## config.mk

```make
export PLATFORM = sky130hd
export DESIGN_NAME = hazard_sequencer_flat
export DESIGN_NICKNAME = d
export VERILOG_FILES = /design/src/rtl/hazard_sequencer_if.sv /design/src/rtl/hazard_sequencer.sv /design/src/flat_wrapper.sv
export SDC_FILE = /design/constraint.sdc
export NUM_CORES = 1
export LEC_CHECK = 0
export ABC_AREA = 1
export CAP_MARGIN = 10
export CORE_MARGIN = 2
export CORE_UTILIZATION = 32
export CTS_CLUSTER_SIZE = 12
export DETAILED_ROUTE_END_ITERATION = 10
export HOLD_SLACK_MARGIN = 0.08
export PLACE_DENSITY = 0.52
export SLEW_MARGIN = 10
export SYNTH_ARGS = -nofsm -noshare
export SYNTH_HDL_FRONTEND = slang
export SYNTH_SLANG_ARGS = --single-unit
```

## constraint.sdc

```tcl
create_clock -name clk -period 3.5 [get_ports clk]
set_input_delay 0.7 -clock clk [delete_from_list [all_inputs] [get_ports clk]]
set_output_delay 0.7 -clock clk [all_outputs]
set_load 0.02 [all_outputs]
```

## src/rtl/hazard_sequencer_if.sv

```systemverilog
// Bundle of ID-stage decode fields, branch resolution and the pipeline
// control outputs exchanged between the core datapath and the sequencer.
interface hazard_sequencer_if;
    logic       id_valid;
    logic [5:0] id_opcode;
    logic [5:0] id_funct;
    logic [4:0] id_rs;
    logic [4:0] id_rt;
    logic [4:0] id_rd;
    logic       id_halt;
    logic       ex_branch_taken;
    logic       pc_write;
    logic       if_id_write;
    logic       if_id_flush;
    logic       id_ex_bubble;
    logic [1:0] fwd_a;
    logic [1:0] fwd_b;
    logic       halted;

    // Datapath side: supplies the ID fields, receives the control.
    modport master (
        output id_valid, id_opcode, id_funct, id_rs, id_rt, id_rd, id_halt,
               ex_branch_taken,
        input  pc_write, if_id_write, if_id_flush, id_ex_bubble, fwd_a, fwd_b,
               halted
    );

    // Sequencer side.
    modport slave (
        input  id_valid, id_opcode, id_funct, id_rs, id_rt, id_rd, id_halt,
               ex_branch_taken,
        output pc_write, if_id_write, if_id_flush, id_ex_bubble, fwd_a, fwd_b,
               halted
    );
endinterface

```

## src/rtl/hazard_sequencer.sv

```systemverilog
// Pipeline sequencing controller for a 5-stage MIPS core: shadow scoreboard
// of EX/MEM/WB, load-use stall, taken-branch flush, EX forwarding selects
// and halt draining.
module hazard_sequencer #(
    parameter int DRAIN_CYCLES = 4,
    parameter int CNT_W        = 3
) (
    input  logic              clk,
    input  logic              rst_n,
    hazard_sequencer_if.slave bus
);

    typedef enum logic [1:0] {RUN = 2'd0, DRAIN = 2'd1, DONE = 2'd2} state_t;

    typedef struct packed {
        logic       valid;
        logic       wr;
        logic       load;
        logic [4:0] dst;
        logic [4:0] rs;
        logic [4:0] rt;
        logic       use_rs;
        logic       use_rt;
    } entry_t;

    state_t             state_reg, state_next;
    logic [CNT_W-1:0]   cnt_reg, cnt_next;
    entry_t             ex_reg, mem_reg, wb_reg;
    entry_t             id_entry, ex_next;
    logic               halted_reg;
    logic               load_use;
    logic               pc_write_c, if_id_write_c, if_id_flush_c, id_ex_bubble_c;

    // Decode the ID instruction into its register use/write footprint
    always_comb begin
        id_entry    = '0;
        id_entry.rs = bus.id_rs;
        id_entry.rt = bus.id_rt;
        case (bus.id_opcode)
            6'h00: begin
                if (bus.id_funct == 6'h08) begin
                    id_entry.use_rs = 1'b1;
                end else begin
                    id_entry.wr     = 1'b1;
                    id_entry.dst    = bus.id_rd;
                    id_entry.use_rt = 1'b1;
                    // shamt shifts take their source from rt only
                    id_entry.use_rs = !(bus.id_funct == 6'h00 || bus.id_funct == 6'h02 ||
                                        bus.id_funct == 6'h03);
                end
            end
            6'h08, 6'h09, 6'h0c, 6'h0d, 6'h0e: begin
                id_entry.use_rs = 1'b1;
                id_entry.wr     = 1'b1;
                id_entry.dst    = bus.id_rt;
            end
            6'h23: begin
                id_entry.use_rs = 1'b1;
                id_entry.wr     = 1'b1;
                id_entry.load   = 1'b1;
                id_entry.dst    = bus.id_rt;
            end
            6'h2b, 6'h04, 6'h05: begin
                id_entry.use_rs = 1'b1;
                id_entry.use_rt = 1'b1;
            end
            default: ;
        endcase
        // $0 is hardwired, so a write to it is never a producer
        if (id_entry.dst == 5'd0) begin
            id_entry.wr = 1'b0;
        end
        if (!bus.id_valid) begin
            id_entry.use_rs = 1'b0;
            id_entry.use_rt = 1'b0;
            id_entry.wr     = 1'b0;
            id_entry.load   = 1'b0;
        end
        id_entry.valid = bus.id_valid;
    end

    assign load_use = ex_reg.valid && ex_reg.load && ex_reg.wr && bus.id_valid &&
                      ((id_entry.use_rs && ex_reg.dst == bus.id_rs) ||
                       (id_entry.use_rt && ex_reg.dst == bus.id_rt));

    // Next-state and pipeline control outputs of the run/drain/done sequencer
    always_comb begin
        state_next     = state_reg;
        cnt_next       = cnt_reg;
        pc_write_c     = 1'b1;
        if_id_write_c  = 1'b1;
        if_id_flush_c  = 1'b0;
        id_ex_bubble_c = 1'b0;
        case (state_reg)
            RUN: begin
                if (bus.ex_branch_taken) begin
                    // redirect wins: the wrong-path ID instruction is discarded
                    if_id_flush_c  = 1'b1;
                    id_ex_bubble_c = 1'b1;
                end else if (load_use) begin
                    pc_write_c     = 1'b0;
                    if_id_write_c  = 1'b0;
                    id_ex_bubble_c = 1'b1;
                end else if (bus.id_valid && bus.id_halt) begin
                    state_next = DRAIN;
                    cnt_next   = CNT_W'(1);
                end
            end
            DRAIN: begin
                pc_write_c     = 1'b0;
                if_id_write_c  = 1'b0;
                id_ex_bubble_c = 1'b1;
                cnt_next       = cnt_reg + 1'b1;
                if (cnt_reg == CNT_W'(DRAIN_CYCLES - 1)) begin
                    state_next = DONE;
                end
            end
            DONE: begin
                pc_write_c    = 1'b0;
                if_id_write_c = 1'b0;
            end
            default: begin
                state_next = RUN;
            end
        endcase
        if (!rst_n) begin
            pc_write_c     = 1'b0;
            if_id_write_c  = 1'b0;
            if_id_flush_c  = 1'b0;
            id_ex_bubble_c = 1'b0;
        end
    end

    // Only a running, non-bubbled cycle lets the ID instruction into EX
    assign ex_next = (state_reg == RUN && !id_ex_bubble_c) ? id_entry : '0;

    // Sequencer state and shadow scoreboard shift
    always_ff @(posedge clk) begin
        if (!rst_n) begin
            state_reg  <= RUN;
            cnt_reg    <= '0;
            ex_reg     <= '0;
            mem_reg    <= '0;
            wb_reg     <= '0;
            halted_reg <= 1'b0;
        end else begin
            state_reg  <= state_next;
            cnt_reg    <= cnt_next;
            ex_reg     <= ex_next;
            mem_reg    <= ex_reg;
            wb_reg     <= mem_reg;
            halted_reg <= (state_next == DONE);
        end
    end

    // Forwarding: index 0 is operand A (rs), index 1 is operand B (rt)
    logic [1:0][4:0] ex_src;
    logic [1:0]      ex_use;
    logic [1:0][1:0] fwd_sel;

    assign ex_src[0] = ex_reg.rs;
    assign ex_src[1] = ex_reg.rt;
    assign ex_use[0] = ex_reg.use_rs;
    assign ex_use[1] = ex_reg.use_rt;

    generate
        for (genvar gi = 0; gi < 2; gi++) begin : g_fwd
            // a load in MEM has no data yet; the stall already moved it to WB
            assign fwd_sel[gi] =
                (mem_reg.valid && mem_reg.wr && !mem_reg.load &&
                 mem_reg.dst == ex_src[gi] && ex_use[gi]) ? 2'b10 :
                (wb_reg.valid && wb_reg.wr &&
                 wb_reg.dst == ex_src[gi] && ex_use[gi])  ? 2'b01 : 2'b00;
        end
    endgenerate

    logic [24:0] unused_fields;
    assign unused_fields = {mem_reg.rs, mem_reg.rt, mem_reg.use_rs, mem_reg.use_rt,
                            wb_reg.rs, wb_reg.rt, wb_reg.use_rs, wb_reg.use_rt, wb_reg.load};

    assign bus.pc_write     = pc_write_c;
    assign bus.if_id_write  = if_id_write_c;
    assign bus.if_id_flush  = if_id_flush_c;
    assign bus.id_ex_bubble = id_ex_bubble_c;
    assign bus.fwd_a        = fwd_sel[0];
    assign bus.fwd_b        = fwd_sel[1];
    assign bus.halted       = halted_reg;

endmodule

```

## src/flat_wrapper.sv

```systemverilog
// flat-port wrapper written by rule: the top's interface ports become plain ports
module hazard_sequencer_flat 
#(
    parameter int DRAIN_CYCLES = 4,
    parameter int CNT_W        = 3
)
  (clk, rst_n, bus_id_valid, bus_id_opcode, bus_id_funct, bus_id_rs, bus_id_rt, bus_id_rd, bus_id_halt, bus_ex_branch_taken, bus_pc_write, bus_if_id_write, bus_if_id_flush, bus_id_ex_bubble, bus_fwd_a, bus_fwd_b, bus_halted);
  hazard_sequencer_if bus_i ();
  input  logic clk;
  input  logic rst_n;
  input wire logic [$bits(bus_i.id_valid)-1:0] bus_id_valid;
  input wire logic [$bits(bus_i.id_opcode)-1:0] bus_id_opcode;
  input wire logic [$bits(bus_i.id_funct)-1:0] bus_id_funct;
  input wire logic [$bits(bus_i.id_rs)-1:0] bus_id_rs;
  input wire logic [$bits(bus_i.id_rt)-1:0] bus_id_rt;
  input wire logic [$bits(bus_i.id_rd)-1:0] bus_id_rd;
  input wire logic [$bits(bus_i.id_halt)-1:0] bus_id_halt;
  input wire logic [$bits(bus_i.ex_branch_taken)-1:0] bus_ex_branch_taken;
  output wire logic [$bits(bus_i.pc_write)-1:0] bus_pc_write;
  output wire logic [$bits(bus_i.if_id_write)-1:0] bus_if_id_write;
  output wire logic [$bits(bus_i.if_id_flush)-1:0] bus_if_id_flush;
  output wire logic [$bits(bus_i.id_ex_bubble)-1:0] bus_id_ex_bubble;
  output wire logic [$bits(bus_i.fwd_a)-1:0] bus_fwd_a;
  output wire logic [$bits(bus_i.fwd_b)-1:0] bus_fwd_b;
  output wire logic [$bits(bus_i.halted)-1:0] bus_halted;
  assign bus_i.id_valid = bus_id_valid;
  assign bus_i.id_opcode = bus_id_opcode;
  assign bus_i.id_funct = bus_id_funct;
  assign bus_i.id_rs = bus_id_rs;
  assign bus_i.id_rt = bus_id_rt;
  assign bus_i.id_rd = bus_id_rd;
  assign bus_i.id_halt = bus_id_halt;
  assign bus_i.ex_branch_taken = bus_ex_branch_taken;
  assign bus_pc_write = bus_i.pc_write;
  assign bus_if_id_write = bus_i.if_id_write;
  assign bus_if_id_flush = bus_i.if_id_flush;
  assign bus_id_ex_bubble = bus_i.id_ex_bubble;
  assign bus_fwd_a = bus_i.fwd_a;
  assign bus_fwd_b = bus_i.fwd_b;
  assign bus_halted = bus_i.halted;
  hazard_sequencer #(.DRAIN_CYCLES(DRAIN_CYCLES), .CNT_W(CNT_W)) u_core (.clk(clk), .rst_n(rst_n), .bus(bus_i));
endmodule
```

==> results of run 1 <==
## cell usage after synthesis, types with 2 or more instances
| library cell | instances | share of area |
|---|---|---|
| a2111oi_0 | 2 | 0.0078 |
| a21oi_1 | 9 | 0.020 |
| a221oi_1 | 3 | 0.012 |
| a22oi_2 | 2 | 0.011 |
| clkbuf_1 | 2 | 0.0034 |
| dfxtp_1 | 41 | 0.37 |
| ha_1 | 7 | 0.039 |
| inv_1 | 70 | 0.12 |
| inv_2 | 3 | 0.0050 |
| nand2_1 | 49 | 0.082 |
| nand2_2 | 6 | 0.017 |
| nand2_4 | 3 | 0.015 |
| nand3_1 | 11 | 0.025 |
| nand3_4 | 2 | 0.016 |
| nand4_1 | 2 | 0.0056 |
| nor2_1 | 34 | 0.057 |
| nor2_2 | 3 | 0.0084 |
| nor2_4 | 10 | 0.050 |
| nor4_1 | 2 | 0.0056 |
| o2111ai_1 | 2 | 0.0078 |
| o211ai_1 | 2 | 0.0067 |
| o21ai_0 | 7 | 0.016 |
| o21ai_1 | 4 | 0.0089 |
| o22ai_1 | 7 | 0.020 |
| xor2_1 | 5 | 0.020 |
## metal layers
metal | share of wire | vias up | wire length [microns]
li1 | - | 1033 | -
met1 | 0.48 | 797 | 2210
met2 | 0.45 | 42 | 2070
met3 | 0.044 | 7 | 201
met4 | 0.019 | 0 | 89
met5 | 0 | - | 0
## area by class of cell
class                      instances  area [sq um]
fill                             714          3960
multi-input combinational        184          1100
sequential                        41           821
inverter                          73           274
clock inverter                     2          10.0
tap                               96           120
timing repair buffer              44           438
clock buffer                       6          72.6
## cells by family (layout without fill, tap and decap cells)
| family | after synthesis | in the layout | synth area share |
|---|---|---|---|
| compound gates | 43 | 43 | 0.127 |
| buf+inv | 78 | 125 | 0.140 |
| fa+ha+maj | 7 | 7 | 0.0391 |
| flops | 41 | 41 | 0.367 |
| simple gates | 128 | 128 | 0.303 |
| xor+xnor | 6 | 6 | 0.0235 |
## stage by stage
| step | utilization | cell area, sq um | power, mW |
|---|---|---|---|
| 4_1_cts | 0.417 | 2830 | 0.958 |
| 2_1_floorplan | - | 2240 | 0.597 |
| 3_5_place_dp | 0.405 | 2750 | 0.662 |
| 6_report | 0.418 | 2840 | 0.941 |
| 5_1_grt | 0.418 | 2840 | 0.993 |
| 3_3_place_gp | 0.405 | 2750 | 0.661 |
## tightest hold or removal path, stage by stage, from the launching register on
cell	delay (ns)
dfxtp_1	0.31
nand2_1	0.05
inv_1	0.03
## where the power goes
part	switching [mW]	internal (mW)	leakage, nW
Sequential	0.0108	0.481	0.332
Combinational	0.0833	0.0735	0.989
Clock	0.155	0.138	0.0450
## final timing paths
| check | from | end | cells past startpoint |
|---|---|---|---|
| max | bus_id_opcode[5] | bus_if_id_write | 12 |
| min | u_core.mem_reg[16] | u_core.wb_reg[16] | 2 |
| max reg2reg | u_core.state_reg[1] | u_core.ex_reg[9] | 5 |
| min reg2reg | u_core.mem_reg[16] | u_core.wb_reg[16] | 2 |
==> flow_summary_export.csv, run 1 <==
group,metric,value,unit
yosys,synthDistinctLibCells,40,
setup_path,path_class,"input port to output port",
finish,drive_above_1_share,0.126,
setup_path,cp-start-kind,"input port",
grt,grt_pass1_wl,8.07,mm
setup_path,crit_chain,"clkdlybuf4s50_1 > nor2_2 > nand3_1 > inv_1 > nand2_1 > nand3_1 > nand2_2 > nand2_4 > nand3_4 > o221ai_1 > inv_1 > dlymetal6s2s_1",
timing,tns,0,ns
timing,hold_viol_final,0,
setup_path,r2r_setup_slack,1.70,ns
drt,viasPerCell,4.21,
place,dp_slack,0.0381,ns
die,rows,30,
setup_path,worst-path-buf-inv,4,
yosys,syn_inst,303,
timing,rsz0062_at_grt,"no",
grt,met1_usage,0.180,
cts,cts_tree,"built",
place,port_buffers,40,
finish,synthToLayoutAreaGrowth,26.8,%
cts,htree_levels,2,
job,cap_violations,0,
timing,setup_viol,0,
grt,grt_util_met3,0.0311,
die,die_area,7680,sq um
setup_path,cpPeakStageDelay,0.43,ns
grt,antenna_found_initial,0,
timing,worstMarginPinSlew,0.412,ns
die,die_h,87.6,microns
timing,final.setup_skew,0.00762,ns
cts,clock_path_buffers,2,
timing,fmax,324,MHz
finish,final_common_cell,"inv_1",
die,fp.dieW,87.6,microns
grt,grt_max_degree,18,
yosys,async_flop_share,0,
timing,slew_headroom,0.718,
timing,period_share,0.882,
yosys,ys_ff_latch,41,
setup_path,critical_path.top_delay_family,"buffers and inverters",
finish,fin_cells,446,
setup_path,cp-end-kind,"output port",
cts,clock-sinks,41,
cts,clkTransAtPathRegs,0.08,ns
cts,post_cts_buffers,0,
cts,cts_resized,0,
place,routabilityCongestion,0.825,
timing,worst_slack,0.413,ns
yosys,syn_area,2240,sq um
setup_path,path_max_fanout,4,
power,power_leakage,1.37,nW
yosys,yosys_most_used_dff,"dfxtp_1",
drt,drt-initial-drc-count,93,
yosys,ys_seq_area_frac,0.367,
drt,vias,1879,
grt,use_met2,0.207,
yosys,synth_fp_nets,342,
yosys,synth-edff-count,0,
drt,wl_per_cell,10.3,microns
cts,clk_latency,0.29,ns
grt,grt_pass1_vias,1764,
worst_hold_path,hp-class,"register to register",
timing,fin_hold_ws,0.426,ns
timing,period_needed,3.09,ns
grt,grt_busiest_layer,"met2",
drt,totalWireLength,4.57,mm
place,dp.cells,438,
cts,cts_hold_buf,0,
die,core_area,6790,sq um
grt,overflow,0,
grt,track_usage,0.134,
drt,antenna_left,0,
finish,largest_register_ff_count,20,
setup_path,critPathArrivalTime,2.39,ns
yosys,syn_avg_cell_area,7.39,sq um
power,vdd_drop_max,0.116,mV
run_status,status,"completed",
finish,final_cell_mix,"70 x inv_1, 49 x nand2_1, 41 x dfxtp_1",
cts,cts-root-buf,"clkbuf_8",
drt,drc,0,
yosys,yosysWarnings,0,
cts,cts_buffers,5,
drt,first_pass_iters,4,
setup_path,crit_slowest_cell,"clkdlybuf4s50_1",
power,powerDensity,332,nW/um^2
die,ioPinCount,41,
finish,antennaDiodeCount,0,
die,start_util,0.329,
timing,maxSlewViolCount,0,
place,dp_hpwl,3.79,mm
setup_path,cp_data_required_time,2.80,ns
finish,nNetsFinal,388,
Power figures use the tool's default switching activity.
==> inputs of run 2 (changes only) <==
--- a/config.mk
+++ b/config.mk
@@ -17,3 +17,4 @@
 export SYNTH_ARGS = -nofsm -noshare
 export SYNTH_HDL_FRONTEND = slang
 export SYNTH_SLANG_ARGS = --single-unit
+export TNS_END_PERCENT = 20
==> results of run 2 <==
Same layout as run 1: the final DEF is identical, and so are final timing and power.
==> RTL change 1: new RTL, flow settings as in run 1 <==
`CNT_W` is set to 3 in 2 places; all go to 6.
--- a/src/rtl/hazard_sequencer.sv
+++ b/src/rtl/hazard_sequencer.sv
@@ -5,3 +5,3 @@
     parameter int DRAIN_CYCLES = 4,
-    parameter int CNT_W        = 3
+    parameter int CNT_W        = 6
 ) (
--- a/src/flat_wrapper.sv
+++ b/src/flat_wrapper.sv
@@ -4,3 +4,3 @@
     parameter int DRAIN_CYCLES = 4,
-    parameter int CNT_W        = 3
+    parameter int CNT_W        = 6
 )
Check against the original RTL: same outputs for any inputs over 10 cycles, from zero or initial values and one cycle with rst_n low; that may be too few to reach the edited logic, so the function may still have changed.
==> RTL change 1 against run 1 <==
- sequential cell count increased by 3
- total power increased by 16%
- maximum frequency decreased by 0.46%
- final area increased by 6.3%
- first-iteration DRC count decreased by 31%
- count of clock-buffer cells in the layout decreased by 1
- die area increased by 5.3%
- via count increased by 11%
- register-to-register slack got worse by 0.02 ns
- global-route usage decreased by 0.27 points
- worst setup slack got worse by 0.014 ns
- synthesized area increased by 5.5%
- wire length increased by 11%
- combinational power increased by 6%
- highest routed layer unchanged
==> RTL change 1: results <==
export IMPL_power_switching_mw=0.2876
export IMPL_ys_warn_count=0
export IMPL_cp_arrival_ns=2.40
export IMPL_grt_pass1_wl_um=8769
export IMPL_cts_htree_levels=2
export IMPL_hp_class="register to register"
export IMPL_r2r_start="u_core.state_reg[1]"
export IMPL_synth_cell_types=35
export IMPL_drt_iter0_markers=64
export IMPL_min_from="u_core.ex_reg[18]"
export IMPL_irDropWorstVdd_v=0.0001756
export IMPL_cp_max_fo=5
export IMPL_clk_latency_ns=0.30
export IMPL_cts_setup_buffers=0
export IMPL_grt_pass1_vias=1957
export IMPL_ys_top_cells_by_area="dfxtp_1 (37%), inv_1 (10%), nand2_1 (10%)"
export IMPL_avgViaCountPerCell=4.304
export IMPL_drive_gt1_frac=0.1016
export IMPL_synth_common_cells="inv_1 (66), nand2_1 (66), dfxtp_1 (44), nor2_1 (43), nand3_1 (16)"
export IMPL_grt_start_max_net_pins=20
export IMPL_portBuffers=40
export IMPL_synth_nets=373
export IMPL_leakage_nw=1.439
export IMPL_synthArstFlopShare=0
export IMPL_finalClockSkew_ns=0.005593
export IMPL_antenna_found_initial=0
export IMPL_synth_ff_type="dfxtp_1"
export IMPL_cts_buffer_depth=2
export IMPL_largest_register_ffs=20
export IMPL_grt_usage=0.1311
export IMPL_path_clk_slew_ns=0.08
export IMPL_dp_hpwl_um=4061
export IMPL_cts_buffers=5
export IMPL_cts_root_buf="clkbuf_8"
export IMPL_ys_seq_area_frac=0.3729
export IMPL_wl_um=5056
export IMPL_worst_pin_slew_ns=0.6001
export IMPL_outcome="finished clean"
export IMPL_firstDrtPassIters=4
export IMPL_finalNetCount=421
export IMPL_crit_start="bus_id_opcode[3]"
export IMPL_diodes=0
export IMPL_gp_congestion=0.7661
==> RTL change 1: worst paths after layout <==
kind	end	slack [ns]	cells after the start
worst max register to register	u_core.cnt_reg[0]	1.68	8
worst min register to register	u_core.mem_reg[18]	0.43	2
worst min-delay path	u_core.mem_reg[18]	0.43	2
worst max-delay path	bus_pc_write	0.40	12
==> RTL change 1: logic make-up after synthesis <==
kind of cell | count (synthesis) | share of synthesized area
buffers and inverters | 71 | 0.1197
adder cells (fa/ha/maj) | 6 | 0.03178
AND/OR/NAND/NOR | 159 | 0.3146
XOR/XNOR | 16 | 0.05932
AO/OA/AOI/OAI | 39 | 0.1017
flip-flops | 44 | 0.3729
==> RTL change 1: what timing repair did <==
item | CTS | global route
hold endpoints to repair | 0 | 0
endpoints found under the setup margin | 0 | 3
gates resized for setup | 0 | 3
==> RTL change 1: layout make-up <==
| type | instances | area, sq um |
|---|---|---|
| clock buffer | 5 | 68.82 |
| clock inverter | 3 | 46.29 |
| fill | 789 | 4195 |
| inverter | 66 | 247.7 |
| multi-input combinational | 220 | 1199 |
| sequential | 44 | 880.8 |
| tap | 99 | 123.9 |
| timing repair buffer | 46 | 452.9 |
==> RTL change 1: stage by stage <==
step                area, sq um  hold slack (ns)  power (mW)  setup slack [ns]  instances
floorplan                  2362           0.4071      0.6404            0.8847        335
finish                     3019           0.4348       1.097            0.3988        483
global route               3019           0.4486       1.156            0.1772        483
detailed placement         2897           0.4263      0.7110           0.02498        475
CTS                        3012           0.4391       1.112          0.006632        483
global placement           2897           0.4210      0.7112           0.02657        475
==> RTL change 1: metal layers <==
metal  GRT usage  wire (um)
met1      0.1762       2548
met2      0.2064       2241
met3     0.02850        193
met4     0.05000         72
met5           0          0
==> RTL change 1: critical path: stages <==
cell and delay, ns:
clkdlybuf4s50_1 0.50, nor2_2 0.16, nand2_1 0.08, nor2_2 0.12, nand2_2 0.07, nand2_1 0.10, nand2_1 0.08, nand2_2 0.10
nand3_4 0.06, o21ai_0 0.17, inv_1 0.06, dlymetal6s2s_1 0.20
==> RTL change 1: power by group through the flow <==
stage | Sequential, mW | Combinational (mW) | Clock (mW)
after floorplan | 0.539 | 0.102 | 0
after global placement | 0.542 | 0.169 | 0
after detailed placement | 0.542 | 0.169 | 0
after CTS | 0.531 | 0.169 | 0.412
after global routing | 0.533 | 0.189 | 0.434
final | 0.531 | 0.167 | 0.399
==> RTL change 2: new RTL, config.mk and constraints of run 1 <==
Without the edit above. Encoding of `state_t`: now one-hot (3 bits for 3 states).
--- a/src/rtl/hazard_sequencer.sv
+++ b/src/rtl/hazard_sequencer.sv
@@ -12,3 +12,3 @@
 
-    typedef enum logic [1:0] {RUN = 2'd0, DRAIN = 2'd1, DONE = 2'd2} state_t;
+    typedef enum logic [2:0] {RUN = 3'b001, DRAIN = 3'b010, DONE = 3'b100} state_t;
 
Formal check against the unedited RTL: no difference found for any inputs over 10 cycles, from zero or initial values and one cycle with rst_n low; not proved beyond that.
==> RTL change 2 against run 1 <==
- final area is 1.4% higher
- wire length rose by 8.3%
- clock skew barely moved
- sequential cell count up 1
- hold slack lost 0.0012 ns
- final cell count is 3.4% higher
- synthesized area is 2.0% lower
- total power increased by 15%
- worst setup slack got worse by 0.13 ns
==> RTL change 2: results <==
export IMPL_outcome="finished clean"
export IMPL_design_seq_count=42
export IMPL_irDropWorstVdd_v=0.0002527
export IMPL_wl_met3_um=149
export IMPL_vias=2014
export IMPL_pwr_share_clk=0.416
export IMPL_synth_common_cells="inv_1 (74), nand2_1 (73), nor2_1 (43), dfxtp_1 (42), nand3_1 (17)"
export IMPL_finalClockSkew_ns=0.007407
export IMPL_min_from="u_core.ex_reg[18]"
export IMPL_antenna_found_initial=0
export IMPL_finalNetCount=414
export IMPL_dpl_worst_slack_ns=-0.01340
export IMPL_dr_wl_met2_um=2291
export IMPL_ys_seq_area_frac=0.3833
export IMPL_leakage_nw=1.414
export IMPL_avgViaCountPerCell=4.369
export IMPL_power_mw=1.084
export IMPL_drt_iter0_markers=75
export IMPL_multi_input_cells=204
export IMPL_holdWs_ns=0.4246
export IMPL_cts_resized=1
export IMPL_buffers=51
export IMPL_r2r_end="u_core.ex_reg[2]"
export IMPL_synth_fa_ha_area_frac=0.01141
export IMPL_drive_gt1_frac=0.1076
export IMPL_routedWlPerCell_um=10.74
export IMPL_synth_xor_area_frac=0.02396
export IMPL_nonClockInverterCount=76
export IMPL_synth_nets=361
export IMPL_r2r_slack_ns=1.73
export IMPL_min_delay_worst_endpoint="u_core.mem_reg[18]"
export IMPL_met1_length_um=2422
export IMPL_clkCellAreaFrac=0.04783
export IMPL_final_cell_area_sq_um=2878
export IMPL_ys_top_cells_by_area="dfxtp_1 (38%), inv_1 (13%), nand2_1 (12%)"
export IMPL_grt_pass1_wl_um=8493
export IMPL_use_met1=0.1802
export IMPL_power_switching_mw=0.2420
export IMPL_cp_arrival_ns=2.51
export IMPL_multi_input_area_sq_um=1027
export IMPL_sh_seq_area=0.2922
export IMPL_fillerInstances=720
export IMPL_clkbuf_count=5
export IMPL_reg2reg_depth=14
export IMPL_grt_usage=0.1425
export IMPL_met2_usage=0.2387
export IMPL_synth_cell_types=34
export IMPL_grtUsageMet3=0.03143
export IMPL_dp_cells=453
export IMPL_diodes=0
export IMPL_dp_hpwl_um=4032
export IMPL_p_seq_mw=0.496
export IMPL_grt_pass1_vias=1917
export IMPL_grt_start_max_net_pins=19
export IMPL_critical_path_max_stage_delay_ns=0.52
export IMPL_syn_inst=327
export IMPL_slew_headroom=0.5888
-- RTL change 2: cell types whose count changed after synthesis, sizes merged, moves of 4 or more --
cell	before	now
a21oi	10	6
nor2	47	57
nand2	58	77
o21ai	11	5
nand3	13	18
ha	7	2
-- RTL change 2: how the worst max path moves through the flow --
| stage | from | to | slack (ns) | cells after the start |
|---|---|---|---|---|
| floorplan | bus_id_opcode[5] | bus_id_ex_bubble | 0.93 | 11 |
| finish | bus_id_opcode[5] | bus_id_ex_bubble | 0.29 | 14 |
| detailed placement | bus_id_opcode[5] | bus_id_ex_bubble | -0.01 | 14 |
| global route | bus_id_rt[1] | bus_id_ex_bubble | 0.02 | 14 |
| CTS | bus_id_opcode[3] | bus_if_id_write | 0.02 | 13 |
| global placement | bus_id_opcode[5] | bus_id_ex_bubble | -0.006 | 14 |
-- RTL change 2: tightest hold or removal path, cell delays in order, from the launching register on --
cell and delay (ns):
dfxtp_1 0.31, nand2_1 0.05, inv_1 0.03
